<file path="config.mk">
export PLATFORM = sky130hd
export DESIGN_NAME = issue_dispatch_unit
export DESIGN_NICKNAME = d
export VERILOG_FILES = /design/src/rtl/issue_dispatch_unit_pkg.sv /design/src/rtl/issue_dispatch_unit_phys_busy_table.sv /design/src/rtl/issue_dispatch_unit.sv
export SDC_FILE = /design/constraint.sdc
export NUM_CORES = 1
export LEC_CHECK = 0
export CAP_MARGIN = 5
export CORE_ASPECT_RATIO = 0.8
export CORE_MARGIN = 3
export CORE_UTILIZATION = 58
export CTS_CLUSTER_SIZE = 16
export DETAILED_ROUTE_END_ITERATION = 16
export PLACE_DENSITY = 0.81
export SETUP_SLACK_MARGIN = 0.02
export SYNTH_ARGS = -nofsm -noshare
export SYNTH_HDL_FRONTEND = slang
export SYNTH_SLANG_ARGS = --single-unit
</file>
<file path="constraint.sdc">
create_clock -name CLK -period 2.7 [get_ports CLK]
set_clock_uncertainty 0.15 [all_clocks]
set_input_delay 0.27 -clock CLK [delete_from_list [all_inputs] [get_ports CLK]]
set_output_delay 0.27 -clock CLK [all_outputs]
set_load 0.02 [all_outputs]
</file>
<file path="src/rtl/issue_dispatch_unit_pkg.sv">
// Shared issue-queue entry layout and packing helper for dispatch and the issue queue.
// Fields are packed MSB-first: op, has_imm, imm, src1, src1ready, src2, src2ready,
// shift, regwrite, dest, memwrite, memwritedata, memread.
package issue_dispatch_unit_pkg;

  localparam int unsigned IQ_NUM_PHYS_REGS = 64;
  localparam int unsigned IQ_LOG_PHYS      = $clog2(IQ_NUM_PHYS_REGS);

  localparam int unsigned OP_W    = 6;
  localparam int unsigned IMM_W   = 32;
  localparam int unsigned SHIFT_W = 5;
  localparam int unsigned DATA_W  = 32;

  // LSB offsets, built up from memread at bit 0
  localparam int unsigned MEMREAD_OFF      = 0;
  localparam int unsigned MEMWRITEDATA_OFF = MEMREAD_OFF + 1;
  localparam int unsigned MEMWRITE_OFF     = MEMWRITEDATA_OFF + DATA_W;
  localparam int unsigned DEST_OFF         = MEMWRITE_OFF + 1;
  localparam int unsigned REGWRITE_OFF     = DEST_OFF + IQ_LOG_PHYS;
  localparam int unsigned SHIFT_OFF        = REGWRITE_OFF + 1;
  localparam int unsigned SRC2READY_OFF    = SHIFT_OFF + SHIFT_W;
  localparam int unsigned SRC2_OFF         = SRC2READY_OFF + 1;
  localparam int unsigned SRC1READY_OFF    = SRC2_OFF + IQ_LOG_PHYS;
  localparam int unsigned SRC1_OFF         = SRC1READY_OFF + 1;
  localparam int unsigned IMM_OFF          = SRC1_OFF + IQ_LOG_PHYS;
  localparam int unsigned HAS_IMM_OFF      = IMM_OFF + IMM_W;
  localparam int unsigned OP_OFF           = HAS_IMM_OFF + 1;

  localparam int unsigned ISSUE_QUEUE_ENTRY_BITS = OP_OFF + OP_W;

  function automatic logic [ISSUE_QUEUE_ENTRY_BITS-1:0] pack_entry(
    input logic [OP_W-1:0]        op,
    input logic                   has_imm,
    input logic [IMM_W-1:0]       imm,
    input logic [IQ_LOG_PHYS-1:0] src1,
    input logic                   src1ready,
    input logic [IQ_LOG_PHYS-1:0] src2,
    input logic                   src2ready,
    input logic [SHIFT_W-1:0]     shift,
    input logic                   regwrite,
    input logic [IQ_LOG_PHYS-1:0] dest,
    input logic                   memwrite,
    input logic [DATA_W-1:0]      memwritedata,
    input logic                   memread
  );
    return {op, has_imm, imm, src1, src1ready, src2, src2ready,
            shift, regwrite, dest, memwrite, memwritedata, memread};
  endfunction

endpackage

</file>
<file path="src/rtl/issue_dispatch_unit_phys_busy_table.sv">
// Physical-register busy bits: one set port, one clear port, flush-clear, two read ports.
module phys_busy_table #(
  parameter int unsigned NUM_PHYS_REGS = 64,
  localparam int unsigned LOG_PHYS     = $clog2(NUM_PHYS_REGS)
) (
  input  logic                CLK,
  input  logic                RESET,
  input  logic                flush,
  input  logic                set_en,
  input  logic [LOG_PHYS-1:0] set_reg,
  input  logic                clr_en,
  input  logic [LOG_PHYS-1:0] clr_reg,
  input  logic [LOG_PHYS-1:0] rd_reg_a,
  output logic                busy_a,
  input  logic [LOG_PHYS-1:0] rd_reg_b,
  output logic                busy_b
);

  logic [NUM_PHYS_REGS-1:0] busy_q;
  logic [NUM_PHYS_REGS-1:0] busy_d;

  // Next busy vector: clear first so a same-register set wins
  always_comb begin
    busy_d = busy_q;
    if (clr_en) busy_d[clr_reg] = 1'b0;
    if (set_en) busy_d[set_reg] = 1'b1;
  end

  // Busy register with async reset and synchronous flush-clear
  always_ff @(posedge CLK or negedge RESET) begin
    if (!RESET)     busy_q <= '0;
    else if (flush) busy_q <= '0;
    else            busy_q <= busy_d;
  end

  assign busy_a = busy_q[rd_reg_a];
  assign busy_b = busy_q[rd_reg_b];

endmodule

</file>
<file path="src/rtl/issue_dispatch_unit.sv">
// Dispatch stage: in-order buffer between rename and the issue queue.
// Optional zero-latency bypass on an empty buffer: define ISSUE_DISPATCH_BYPASS_EN.
module issue_dispatch_unit
  import issue_dispatch_unit_pkg::*;
#(
  parameter int unsigned NUM_PHYS_REGS  = 64,
  parameter int unsigned DISPATCH_DEPTH = 4,
  localparam int unsigned LOG_PHYS      = $clog2(NUM_PHYS_REGS)
) (
  input  logic                              CLK,
  input  logic                              RESET,
  input  logic                              Flush_IN,
  input  logic                              Rename_Valid_IN,
  output logic                              Rename_Ready_OUT,
  input  logic [5:0]                        Op_IN,
  input  logic                              HasImm_IN,
  input  logic [31:0]                       Imm_IN,
  input  logic [LOG_PHYS-1:0]               Src1_IN,
  input  logic [LOG_PHYS-1:0]               Src2_IN,
  input  logic [4:0]                        Shift_IN,
  input  logic                              RegWrite_IN,
  input  logic [LOG_PHYS-1:0]               Dest_IN,
  input  logic                              MemWrite_IN,
  input  logic [31:0]                       MemWriteData_IN,
  input  logic                              MemRead_IN,
  input  logic                              WbValid_IN,
  input  logic [LOG_PHYS-1:0]               WbReg_IN,
  input  logic                              IQFull_IN,
  output logic                              Enqueue_OUT,
  output logic [ISSUE_QUEUE_ENTRY_BITS-1:0] IssueQueueEntry_OUT,
  output logic                              ReadyUpdate_OUT,
  output logic [LOG_PHYS-1:0]               ReadyRegister_OUT
);

  localparam int unsigned IDX_W = $clog2(DISPATCH_DEPTH);
  localparam int unsigned PTR_W = IDX_W + 1;

  logic [PTR_W-1:0]                  head_q, tail_q;
  logic [ISSUE_QUEUE_ENTRY_BITS-1:0] buf_q [DISPATCH_DEPTH];
  logic [ISSUE_QUEUE_ENTRY_BITS-1:0] new_entry, head_entry;
  logic empty, full, accept, write_buf, deq, bypass_take;
  logic busy1, busy2, src1_rdy, src2_rdy, set_en;

  assign empty = (head_q == tail_q);
  assign full  = (head_q[IDX_W-1:0] == tail_q[IDX_W-1:0]) && (head_q[IDX_W] != tail_q[IDX_W]);

  assign Rename_Ready_OUT = !full && !Flush_IN;
  assign accept           = Rename_Valid_IN && Rename_Ready_OUT;

`ifdef ISSUE_DISPATCH_BYPASS_EN
  assign bypass_take = empty && !IQFull_IN && Rename_Valid_IN && !Flush_IN;
`else
  assign bypass_take = 1'b0;
`endif

  assign write_buf = accept && !bypass_take;
  assign deq       = !empty && !IQFull_IN && !Flush_IN;
  assign set_en    = accept && RegWrite_IN && (Dest_IN != '0);

  phys_busy_table #(.NUM_PHYS_REGS(NUM_PHYS_REGS)) u_busy (
    .CLK      (CLK),
    .RESET    (RESET),
    .flush    (Flush_IN),
    .set_en   (set_en),
    .set_reg  (Dest_IN),
    .clr_en   (WbValid_IN),
    .clr_reg  (WbReg_IN),
    .rd_reg_a (Src1_IN),
    .busy_a   (busy1),
    .rd_reg_b (Src2_IN),
    .busy_b   (busy2)
  );

  assign src1_rdy = (Src1_IN == '0) || !busy1 || (WbValid_IN && (WbReg_IN == Src1_IN));
  assign src2_rdy = (Src2_IN == '0) || !busy2 || (WbValid_IN && (WbReg_IN == Src2_IN));

  assign new_entry = pack_entry(Op_IN, HasImm_IN, Imm_IN, Src1_IN, src1_rdy, Src2_IN, src2_rdy,
                                Shift_IN, RegWrite_IN, Dest_IN, MemWrite_IN, MemWriteData_IN,
                                MemRead_IN);

  // Head entry with current-cycle wakeup folded in, bypass mux and enqueue request
  always_comb begin
    head_entry = buf_q[head_q[IDX_W-1:0]];
    if (WbValid_IN && (head_entry[SRC1_OFF +: IQ_LOG_PHYS] == WbReg_IN))
      head_entry[SRC1READY_OFF] = 1'b1;
    if (WbValid_IN && (head_entry[SRC2_OFF +: IQ_LOG_PHYS] == WbReg_IN))
      head_entry[SRC2READY_OFF] = 1'b1;
    IssueQueueEntry_OUT = bypass_take ? new_entry : head_entry;
    Enqueue_OUT         = bypass_take || deq;
  end

  assign ReadyUpdate_OUT   = WbValid_IN;
  assign ReadyRegister_OUT = WbReg_IN;

  // Buffer storage and pointers; wakeups applied to all slots, then the tail write overrides
  always_ff @(posedge CLK or negedge RESET) begin
    if (!RESET) begin
      head_q <= '0;
      tail_q <= '0;
      for (int unsigned i = 0; i < DISPATCH_DEPTH; i++) buf_q[i] <= '0;
    end else if (Flush_IN) begin
      head_q <= '0;
      tail_q <= '0;
    end else begin
      if (WbValid_IN) begin
        for (int unsigned i = 0; i < DISPATCH_DEPTH; i++) begin
          if (buf_q[i][SRC1_OFF +: IQ_LOG_PHYS] == WbReg_IN) buf_q[i][SRC1READY_OFF] <= 1'b1;
          if (buf_q[i][SRC2_OFF +: IQ_LOG_PHYS] == WbReg_IN) buf_q[i][SRC2READY_OFF] <= 1'b1;
        end
      end
      if (write_buf) begin
        buf_q[tail_q[IDX_W-1:0]] <= new_entry;
        tail_q <= tail_q + 1'b1;
      end
      if (deq) head_q <= head_q + 1'b1;
    end
  end

endmodule

</file>
Yosys cells after proc, flatten, opt, wreduce, memory -nomap -nowiden. Cells that the tools add are included.

Add/sub/neg operators: 2. $lt $le $gt $ge: 9. Equality and inequality tests: 15. Muxes and demuxes: 48. Bitwise logic cells: 6. Reduce and logical (&&, ||, !) cells: 30.

Operator list (number): 396-bit bitwise mux (1); 351-bit 2-to-1 mux (1); 99-bit 2-to-1 mux (3); 99-bit binary-select mux with 2-bit select (1); 99-bit demux with 2-bit select (1); 64-bit 2-to-1 mux (3); 6-bit == test (12); 64-bit bitwise AND (1); 64-bit inverter (1); 64-bit OR (1); 1-bit 2-to-1 mux (30); 6-bit by 7-bit < comparator with 1-bit output, second input constant (4); 1-bit logical AND (14); 1-bit binary-select mux with 6-bit select (2); 1-bit demux with 6-bit select (2); 6-bit by 1-bit >= comparator with 1-bit output, second input constant (2); 6-bit logical NOT (2); 3-bit 2-to-1 mux (4); 3-bit by 1-bit adder with 3-bit output, second input constant (2); 3-bit >= comparator, second input constant (2); 1-bit logical NOT (6); 2-bit inverter with 3-bit output (2); 6-bit nonzero test (1); 1-bit logical OR (4); other kinds (7) (8).

Flip-flop bits (word level): 466. Output and inout bits: 108.

Longest topological paths before layout. Gate-level depths: netlist (run 1).

Depth after elaboration: 10. Depth in mapped cells: 8.

By module. From an unflattened synthesis (run 1), not the netlist that was laid out.

Cells, all modules: 2360. Area total of the unflattened synthesis: 22475.3 um^2.

By module, submodules not included: issue_dispatch_unit (instances 1, cells each 1950, area each 18571.6 um^2, seq. area each 10059.6 um^2); phys_busy_table (instances 1, cells each 410, area each 3903.7 um^2, seq. area each 1601.5 um^2).

Worst setup path after synthesis (run 1). OpenSTA, ideal clock, no wires.

Path kind: register to output. Start point: register head_q[1]. End point: output port IssueQueueEntry_OUT[46]. Data arrival time: 2.142 ns. Data required time: 2.280 ns. Path slack: 0.138 ns. Cell stages (with the launch flop): 7. Path through: dfrtp_1 > buf_2 > buf_2 > mux4_2 > xnor2_1 > nand4_1 > o21bai_1.

Word-level cells in the longest chain between the ends: 7.

RTL lines: start, declared (RTL line issue_dispatch_unit.sv:38) `logic [PTR_W-1:0] head_q, tail_q;`; start signal, assigned (RTL line issue_dispatch_unit.sv:115) `if (deq) head_q <= head_q + 1'b1;`; 2-bit inverter with 3-bit output (not written as such) (RTL line issue_dispatch_unit.sv:83) `head_entry = buf_q[head_q[IDX_W-1:0]];`; 99-bit binary-select mux with 2-bit select (RTL line issue_dispatch_unit.sv:83); 99-bit 2-to-1 mux (not written as such) (2 in series) (RTL line issue_dispatch_unit.sv:83); net IssueQueueEntry_OUT[48] (RTL line issue_dispatch_unit.sv:30) `output logic [ISSUE_QUEUE_ENTRY_BITS-1:0] IssueQueueEntry_OUT,`; 6-bit == test (RTL line issue_dispatch_unit.sv:86) `if (WbValid_IN && (head_entry[SRC2_OFF +: IQ_LOG_PHYS] == WbReg_IN))`; 1-bit logical AND (RTL line issue_dispatch_unit.sv:86); 1-bit 2-to-1 mux (RTL line issue_dispatch_unit.sv:86); end, declared (RTL line issue_dispatch_unit.sv:30).

The timed path passes the listed nets, and every way through them passes these cells. The select of a mux whose other input is x is not followed.

Worst setup path in the final report (run 1).
Start point: register head_q[1]. End point: output port IssueQueueEntry_OUT[46].

Word-level cells in the longest chain between the ends: 7.

RTL lines (RTL line): 2-bit inverter with 3-bit output (not written as such) * (issue_dispatch_unit.sv:83); 99-bit binary-select mux with 2-bit select * (issue_dispatch_unit.sv:83); 99-bit 2-to-1 mux (not written as such) * (2 in series) (issue_dispatch_unit.sv:83); 6-bit == test (issue_dispatch_unit.sv:86); 1-bit logical AND (issue_dispatch_unit.sv:86); 1-bit 2-to-1 mux * (issue_dispatch_unit.sv:86).

Mark *: on every way between the ends. The rest lies on a longest branch, timed or not. The select of a mux whose other input is x is not followed.

==> metrics.yaml, run 1 <==
outcome: "finished with violations"
violations: "negative setup slack"
first_iter_violations: 2399
fin_nets: 2763
drtPass1Iterations: 6
p_seq_share_pct: 41.9
critPathTopFamily: "multiplexers"
utilization_pct: 73.6
grt_pass1_vias: 20500
final_cell_mix: "nand2_1 (1208), dfrtp_1 (464), clkdlybuf4s50_1 (113), mux4_2 (107), buf_4 (95)"
path_class: "register to primary output"
cp-end-kind: "primary output"
min_period_over_period_pct: 106
drv_slew: 0
numCtsBuffers: 47
cp_slowest_cell: "mux4_2"
slew_headroom_pct: 53.8
core_um2: 37700
rows: 63
mostFrequentLayoutCell: "nand2_1"
io_buffers: 216
synth_edf_count: 0
reg2regPathDepth: 10
path_depth: 5
grt_overflow: 0
max_stage_delay_ns: 0.59
swShare_pct: 32.2
grt_antenna_before_repair: 5
clock_power_share_pct: 28.8
synth_cells: 2411
area_growth_pct: 22.8
period_minus_slack_ns: 2.86
n_fill_cell: 2616
dp.final_hpwl_mm: 44.5
cts_tree: "yes"
synth_top_area_share_pct: 51.7
wire_per_inst_um: 22.0
power_density_nw_per_um2: 833
power_switching_mw: 7.43
die_y_um: 182
peakVddDrop_mv: 0.655
finalHoldViolCount: 0
cp_data_arrival_time_ns: 2.44
power_mw: 23.1
ios: 217
grt_use_met3_pct: 9.25
met2_usage_pct: 53.7
grt-busiest-layer: "met2"
p_int_mw: 15.7
multi_input_area_um2: 10200
pre_cts_slack_ns: -0.00249
grt_max_degree: 74
hp-class: "input port to async pin"
yosys.area.top_type: "dfrtp_1"
cp.required_ns: 2.28
setup_violations: 3
place_area_um2: 26000
syn_area_um2: 22600
dominantRegCellSynth: "dfrtp_1"
r2r-start: "head_q[1]$_DFFE_PN0P_"
syn_nets: 2525
synth-seq-area-share_pct: 51.7
die_area_um2: 41300
cts_htree_levels: 2
rsz0062_at_grt: "yes"
start_util_pct: 59.9
drt-total-wl_mm: 69.9
die_w_um: 227
grt_pass1_wl_mm: 111
track_usage_pct: 34.2
drc: 0
synth-seq-cells: 466
leakage_nw: 13.6
final_area_um2: 27700
max_freq_mhz: 350
clkTransAtPathRegs_ns: 0.06
start_kind: "register"
cap_violations: 0
synth.top_cells.by_area: "dfrtp_1 (52%), nand2_1 (20%), mux4_2 (11%)"
gr-usage-met1_pct: 46.0
async_flop_share_pct: 100
cts_buffer_depth: 3
ys_warn_count: 0
cp_cell_sequence: "mux4_2, xnor2_2, nand3_1, o21bai_1, buf_4"
rr_endpoint: "u_busy.busy_q[41]$_DFF_PN0_"
rrSetupSlack_ns: 0.12
yosysUniqueCellTypes: 55
max_slew.worst_pin.slew_ns: 0.693
avgSynthCellArea_um2: 9.36
seq_area_um2: 11700
worst-path-max-fanout: 8
vias_per_cell: 6.15
dr_total_vias: 19500
clockRootBuffer: "clkbuf_16"
worst_slack_ns: -0.160
crit_buf_inv: 1
numClockSinks: 466
worstSkewPairLatency_ns: 0.57
antenna_left: 0
globalplace.congestion: 0.998
pwr-share-comb_pct: 29.3
drive_above_1_share_pct: 16.9
-- cell usage after synthesis, drive strengths merged (8+ instances only) --
| cell type | number |
|---|---|
| a21oi | 79 |
| nor2 | 22 |
| inv | 11 |
| dfrtp | 466 |
| xnor2 | 66 |
| nand4 | 16 |
| xor2 | 13 |
| o21ai | 81 |
| nand3 | 23 |
| mux4 | 113 |
| nand2 | 1212 |
| mux2i | 34 |
| nor2b | 14 |
| a22oi | 16 |
| clkbuf | 74 |
| buf | 95 |
| and2 | 8 |
-- final cells by class --
cell class	count	area share (%)
timing repair buffer	358	12.9
clock buffer	73	5.22
multi-input combinational	1765	37.0
clock inverter	11	0.451
sequential	466	42.1
inverter	11	0.149
antenna	2	0.0181
tap	487	2.20
-- sequential cells by signal, summed over array words and instances (netlist names) --
name / count
tail_q: 3
u_busy.busy_q: 64
buf_q: 396
head_q: 3
-- power by group through the flow --
stage | clock network [mW] | registers (mW) | logic, mW
final | 6.64 | 9.68 | 6.76
after detailed placement | 0 | 9.74 | 6.75
after CTS | 6.68 | 9.65 | 6.70
after global placement | 0 | 9.61 | 6.52
after global routing | 7.00 | 9.85 | 7.31
after floorplan | 0 | 9.37 | 4.19
-- routing by layer --
layer,up-vias,wire length (um)
met2,1333,32500
met3,245,8420
met5,-,41
met1,9547,26300
li1,8385,-
met4,6,2590
-- worst max-delay path by stage --
stage	to	startpoint	slack [ns]
2_1_floorplan	IssueQueueEntry_OUT[46]	head_q[1]$_DFFE_PN0P_	0.14
3_3_place_gp	IssueQueueEntry_OUT[46]	head_q[1]$_DFFE_PN0P_	-0.001
3_5_place_dp	IssueQueueEntry_OUT[7]	head_q[1]$_DFFE_PN0P_	-0.002
4_1_cts	IssueQueueEntry_OUT[53]	head_q[1]$_DFFE_PN0P_	-0.15
5_1_grt	IssueQueueEntry_OUT[53]	head_q[1]$_DFFE_PN0P_	-0.22
6_report	IssueQueueEntry_OUT[46]	head_q[1]$_DFFE_PN0P_	-0.16
-- through the flow --
step,hold WS [ns],setup TNS [ns],instances
after detailed placement,0.127,-0.00653,3070
final,0.118,-0.279,3173
after floorplan,-0.176,0,2411
after global placement,0.120,-0.00100,3070
after CTS,0.115,-1.30,3166
after global routing,0.150,-0.656,3173
-- what timing repair did --
action | CTS | global route
setup buffers | 7 | 4
gates cloned | 4 | 2
endpoints found under the hold margin | 237 | 0
pin swaps | 1 | 3
hold buffers | 1 | 0
resized for setup | 279 | 138
setup endpoints to repair | 101 | 69
-- cells by family (layout without fill, tap and decap cells) --
logic type	Yosys count	in the layout	share of synthesized area [%]
fa+ha+maj	5	5	0.277
mux	153	153	13.2
compound gates	203	203	5.17
buf+inv	180	453	3.58
other cells	0	2	0
simple gates	1325	1325	23.1
flops	466	466	51.7
xor+xnor	79	79	3.07
Power figures use the tool's default switching activity.
==> run 2, diff against run 1 <==
PLACE_DENSITY = 0.87   (was 0.81)
==> run 2 against run 1 <==
  * The flow still finishes with violations (negative setup slack)
  * Critical path type unchanged
  * Utilization is 0.13 points lower
  * Critical endpoint is now IssueQueueEntry_OUT[53]
  * Final cell count is 0.85% lower
  * Clock power is 11% higher
  * Die area stayed put
  * Power is 3.5% higher
==> metrics.yaml, run 2 (synthesis gave the netlist of run 1 again) <==
drc: 0  # unchanged
cap_violations: 0  # unchanged
min_period_over_period_pct: 107  # was 106%
area_growth_pct: 22.6  # was 22.8%
clockRootBuffer: "clkbuf_16"  # unchanged
regMostFlops: "buf_q"  # unchanged
drv_slew: 0  # unchanged
drive_above_1_share_pct: 15.5  # was 16.9%
power_density_nw_per_um2: 864  # was 833 nW/um^2
final_cell_mix: "nand2_1 (1208), dfrtp_1 (464), clkdlybuf4s50_1 (113), mux4_2 (107), o21ai_0 (81)"  # was nand2_1 (1208), dfrtp_1 (464), clkdlybuf4s50_1 (113), mux4_2 (107), buf_4 (95)
antenna_left: 0  # unchanged
hp-class: "input port to async pin"  # unchanged
io_buffers: 216  # unchanged
core_um2: 37700  # unchanged
die_w_um: 227  # unchanged
mostFrequentLayoutCell: "nand2_1"  # unchanged
worst_slack_ns: -0.180  # was -0.160 ns
outcome: "finished with violations"  # unchanged
peakVddDrop_mv: 0.714  # was 0.655 mV
globalplace.congestion: 1.00  # was 0.998
grt_pass1_vias: 20700  # was 20500
grt_antenna_before_repair: 3  # was 5
grt_pass1_wl_mm: 112  # was 111 mm
cts_tree: "yes"  # unchanged
rr_endpoint: "u_busy.busy_q[11]$_DFF_PN0_"  # was u_busy.busy_q[41]$_DFF_PN0_
pre_cts_slack_ns: -0.0181  # was -0.00249 ns
fin_nets: 2735  # was 2763
rsz0062_at_grt: "yes"  # unchanged
path_class: "register to primary output"  # unchanged
worst-path-max-fanout: 4  # was 8
dr_total_vias: 19800  # was 19500
place_area_um2: 25700  # was 26000 um^2
dp.final_hpwl_mm: 44.0  # was 44.5 mm
die_y_um: 182  # unchanged
numCtsBuffers: 47  # unchanged
clkTransAtPathRegs_ns: 0.07  # was 0.06 ns
top_regs: "buf_q x396, u_busy.busy_q x64"  # unchanged
r2r-start: "head_q[1]$_DFFE_PN0P_"  # unchanged
violations: "negative setup slack"  # unchanged
cts_htree_levels: 2  # unchanged
drtPass1Iterations: 6  # unchanged
largest_reg_flops: 396  # unchanged
setup_violations: 2  # was 3
grt_overflow: 0  # unchanged
cp.required_ns: 2.28  # about the same
wire_per_inst_um: 22.7  # was 22.0 um
leakage_nw: 13.5  # was 13.6 nW
first_iter_violations: 2402  # was 2399
cp_data_arrival_time_ns: 2.46  # was 2.44 ns
start_kind: "register"  # unchanged
insertedDiodeCount: 0  # was 2
numClockSinks: 466  # unchanged
cts_buffer_depth: 3  # unchanged
reg2regPathDepth: 8  # was 10
cp-end-kind: "primary output"  # unchanged
period_minus_slack_ns: 2.88  # was 2.86 ns
rrSetupSlack_ns: 0.14  # was 0.12 ns
finalHoldViolCount: 0  # unchanged
final_area_um2: 27700  # about the same
n_fill_cell: 2428  # was 2616
max_freq_mhz: 347  # was 350 MHz
max_slew.worst_pin.slew_ns: 0.885  # was 0.693 ns
worstSkewPairLatency_ns: 0.58  # was 0.57 ns
start_util_pct: 59.9  # unchanged
track_usage_pct: 34.7  # was 34.2%
vias_per_cell: 6.28  # was 6.15
ios: 217  # unchanged
grt_max_degree: 95  # was 74
drt-total-wl_mm: 71.3  # was 69.9 mm
slew_headroom_pct: 40.5  # was 53.8%
rows: 63  # unchanged
die_area_um2: 41300  # unchanged
[run 2: worst max-delay path: stages (launching register included)]
cell      delay [ns]
dfrtp_4         0.45
buf_4           0.18
mux4_2          0.57
xnor2_2         0.19
nand4_1         0.16
o21bai_4        0.19
buf_6           0.14
[run 2: area by class of cell]
class	instances	area [um^2]	share of cell area [%]
clock buffer	70	1430	5.15
tap	487	609	2.20
clock inverter	17	329	1.19
inverter	11	41.3	0.149
timing repair buffer	330	3380	12.2
sequential	466	11700	42.2
multi-input combinational	1765	10200	36.9
[run 2: what timing repair did]
action                                  4_1_cts  5_1_grt
gates cloned                                  4        2
setup buffers                                14        1
endpoints found under the hold margin       128        0
pin swaps                                     4        4
endpoints found under the setup margin      101       47
hold buffers                                  2        0
gates resized for setup                     263       57
[run 2: per-layer routing]
| layer | share of wire [%] | track usage [%] |
|---|---|---|
| met3 | 12 | 9.28 |
| met1 | 35 | 44.7 |
| met2 | 47 | 55.0 |
| met5 | 0.063 | 0 |
| met4 | 4.9 | 16.7 |
[run 2: how the worst max path moves through the flow]
stage                           from                       to  slack, ns
2_1_floorplan  head_q[1]$_DFFE_PN0P_  IssueQueueEntry_OUT[46]       0.14
3_3_place_gp   head_q[1]$_DFFE_PN0P_  IssueQueueEntry_OUT[53]       0.04
3_5_place_dp   head_q[1]$_DFFE_PN0P_  IssueQueueEntry_OUT[53]      -0.02
4_1_cts        head_q[1]$_DFFE_PN0P_  IssueQueueEntry_OUT[46]      -0.23
5_1_grt        head_q[1]$_DFFE_PN0P_  IssueQueueEntry_OUT[46]      -0.23
6_report       head_q[1]$_DFFE_PN0P_  IssueQueueEntry_OUT[53]      -0.18
[run 2: metrics by stage]
| step | total power [mW] | hold WS [ns] | TNS, ns | instances | utilization, % |
|---|---|---|---|---|---|
| after floorplan | 13.6 | -0.176 | 0 | 2411 | - |
| after global placement | 16.0 | 0.127 | 0 | 3037 | 68.2 |
| after detailed placement | 16.4 | 0.127 | -0.0181 | 3037 | 68.2 |
| after CTS | 23.7 | 0.126 | -0.450 | 3143 | 73.3 |
| after global routing | 24.9 | 0.147 | -0.440 | 3146 | 73.4 |
| final | 23.9 | 0.102 | -0.318 | 3146 | 73.4 |
[run 2: where the power goes]
group / switching [mW] / internal (mW) / leakage (nW) / total (mW)
combinational: 3.69 / 3.08 / 6.62 / 6.77
clock: 2.87 / 4.53 / 0.866 / 7.40
sequential: 1.10 / 8.63 / 6.05 / 9.73
total: 7.66 / 16.2 / 13.5 / 23.9
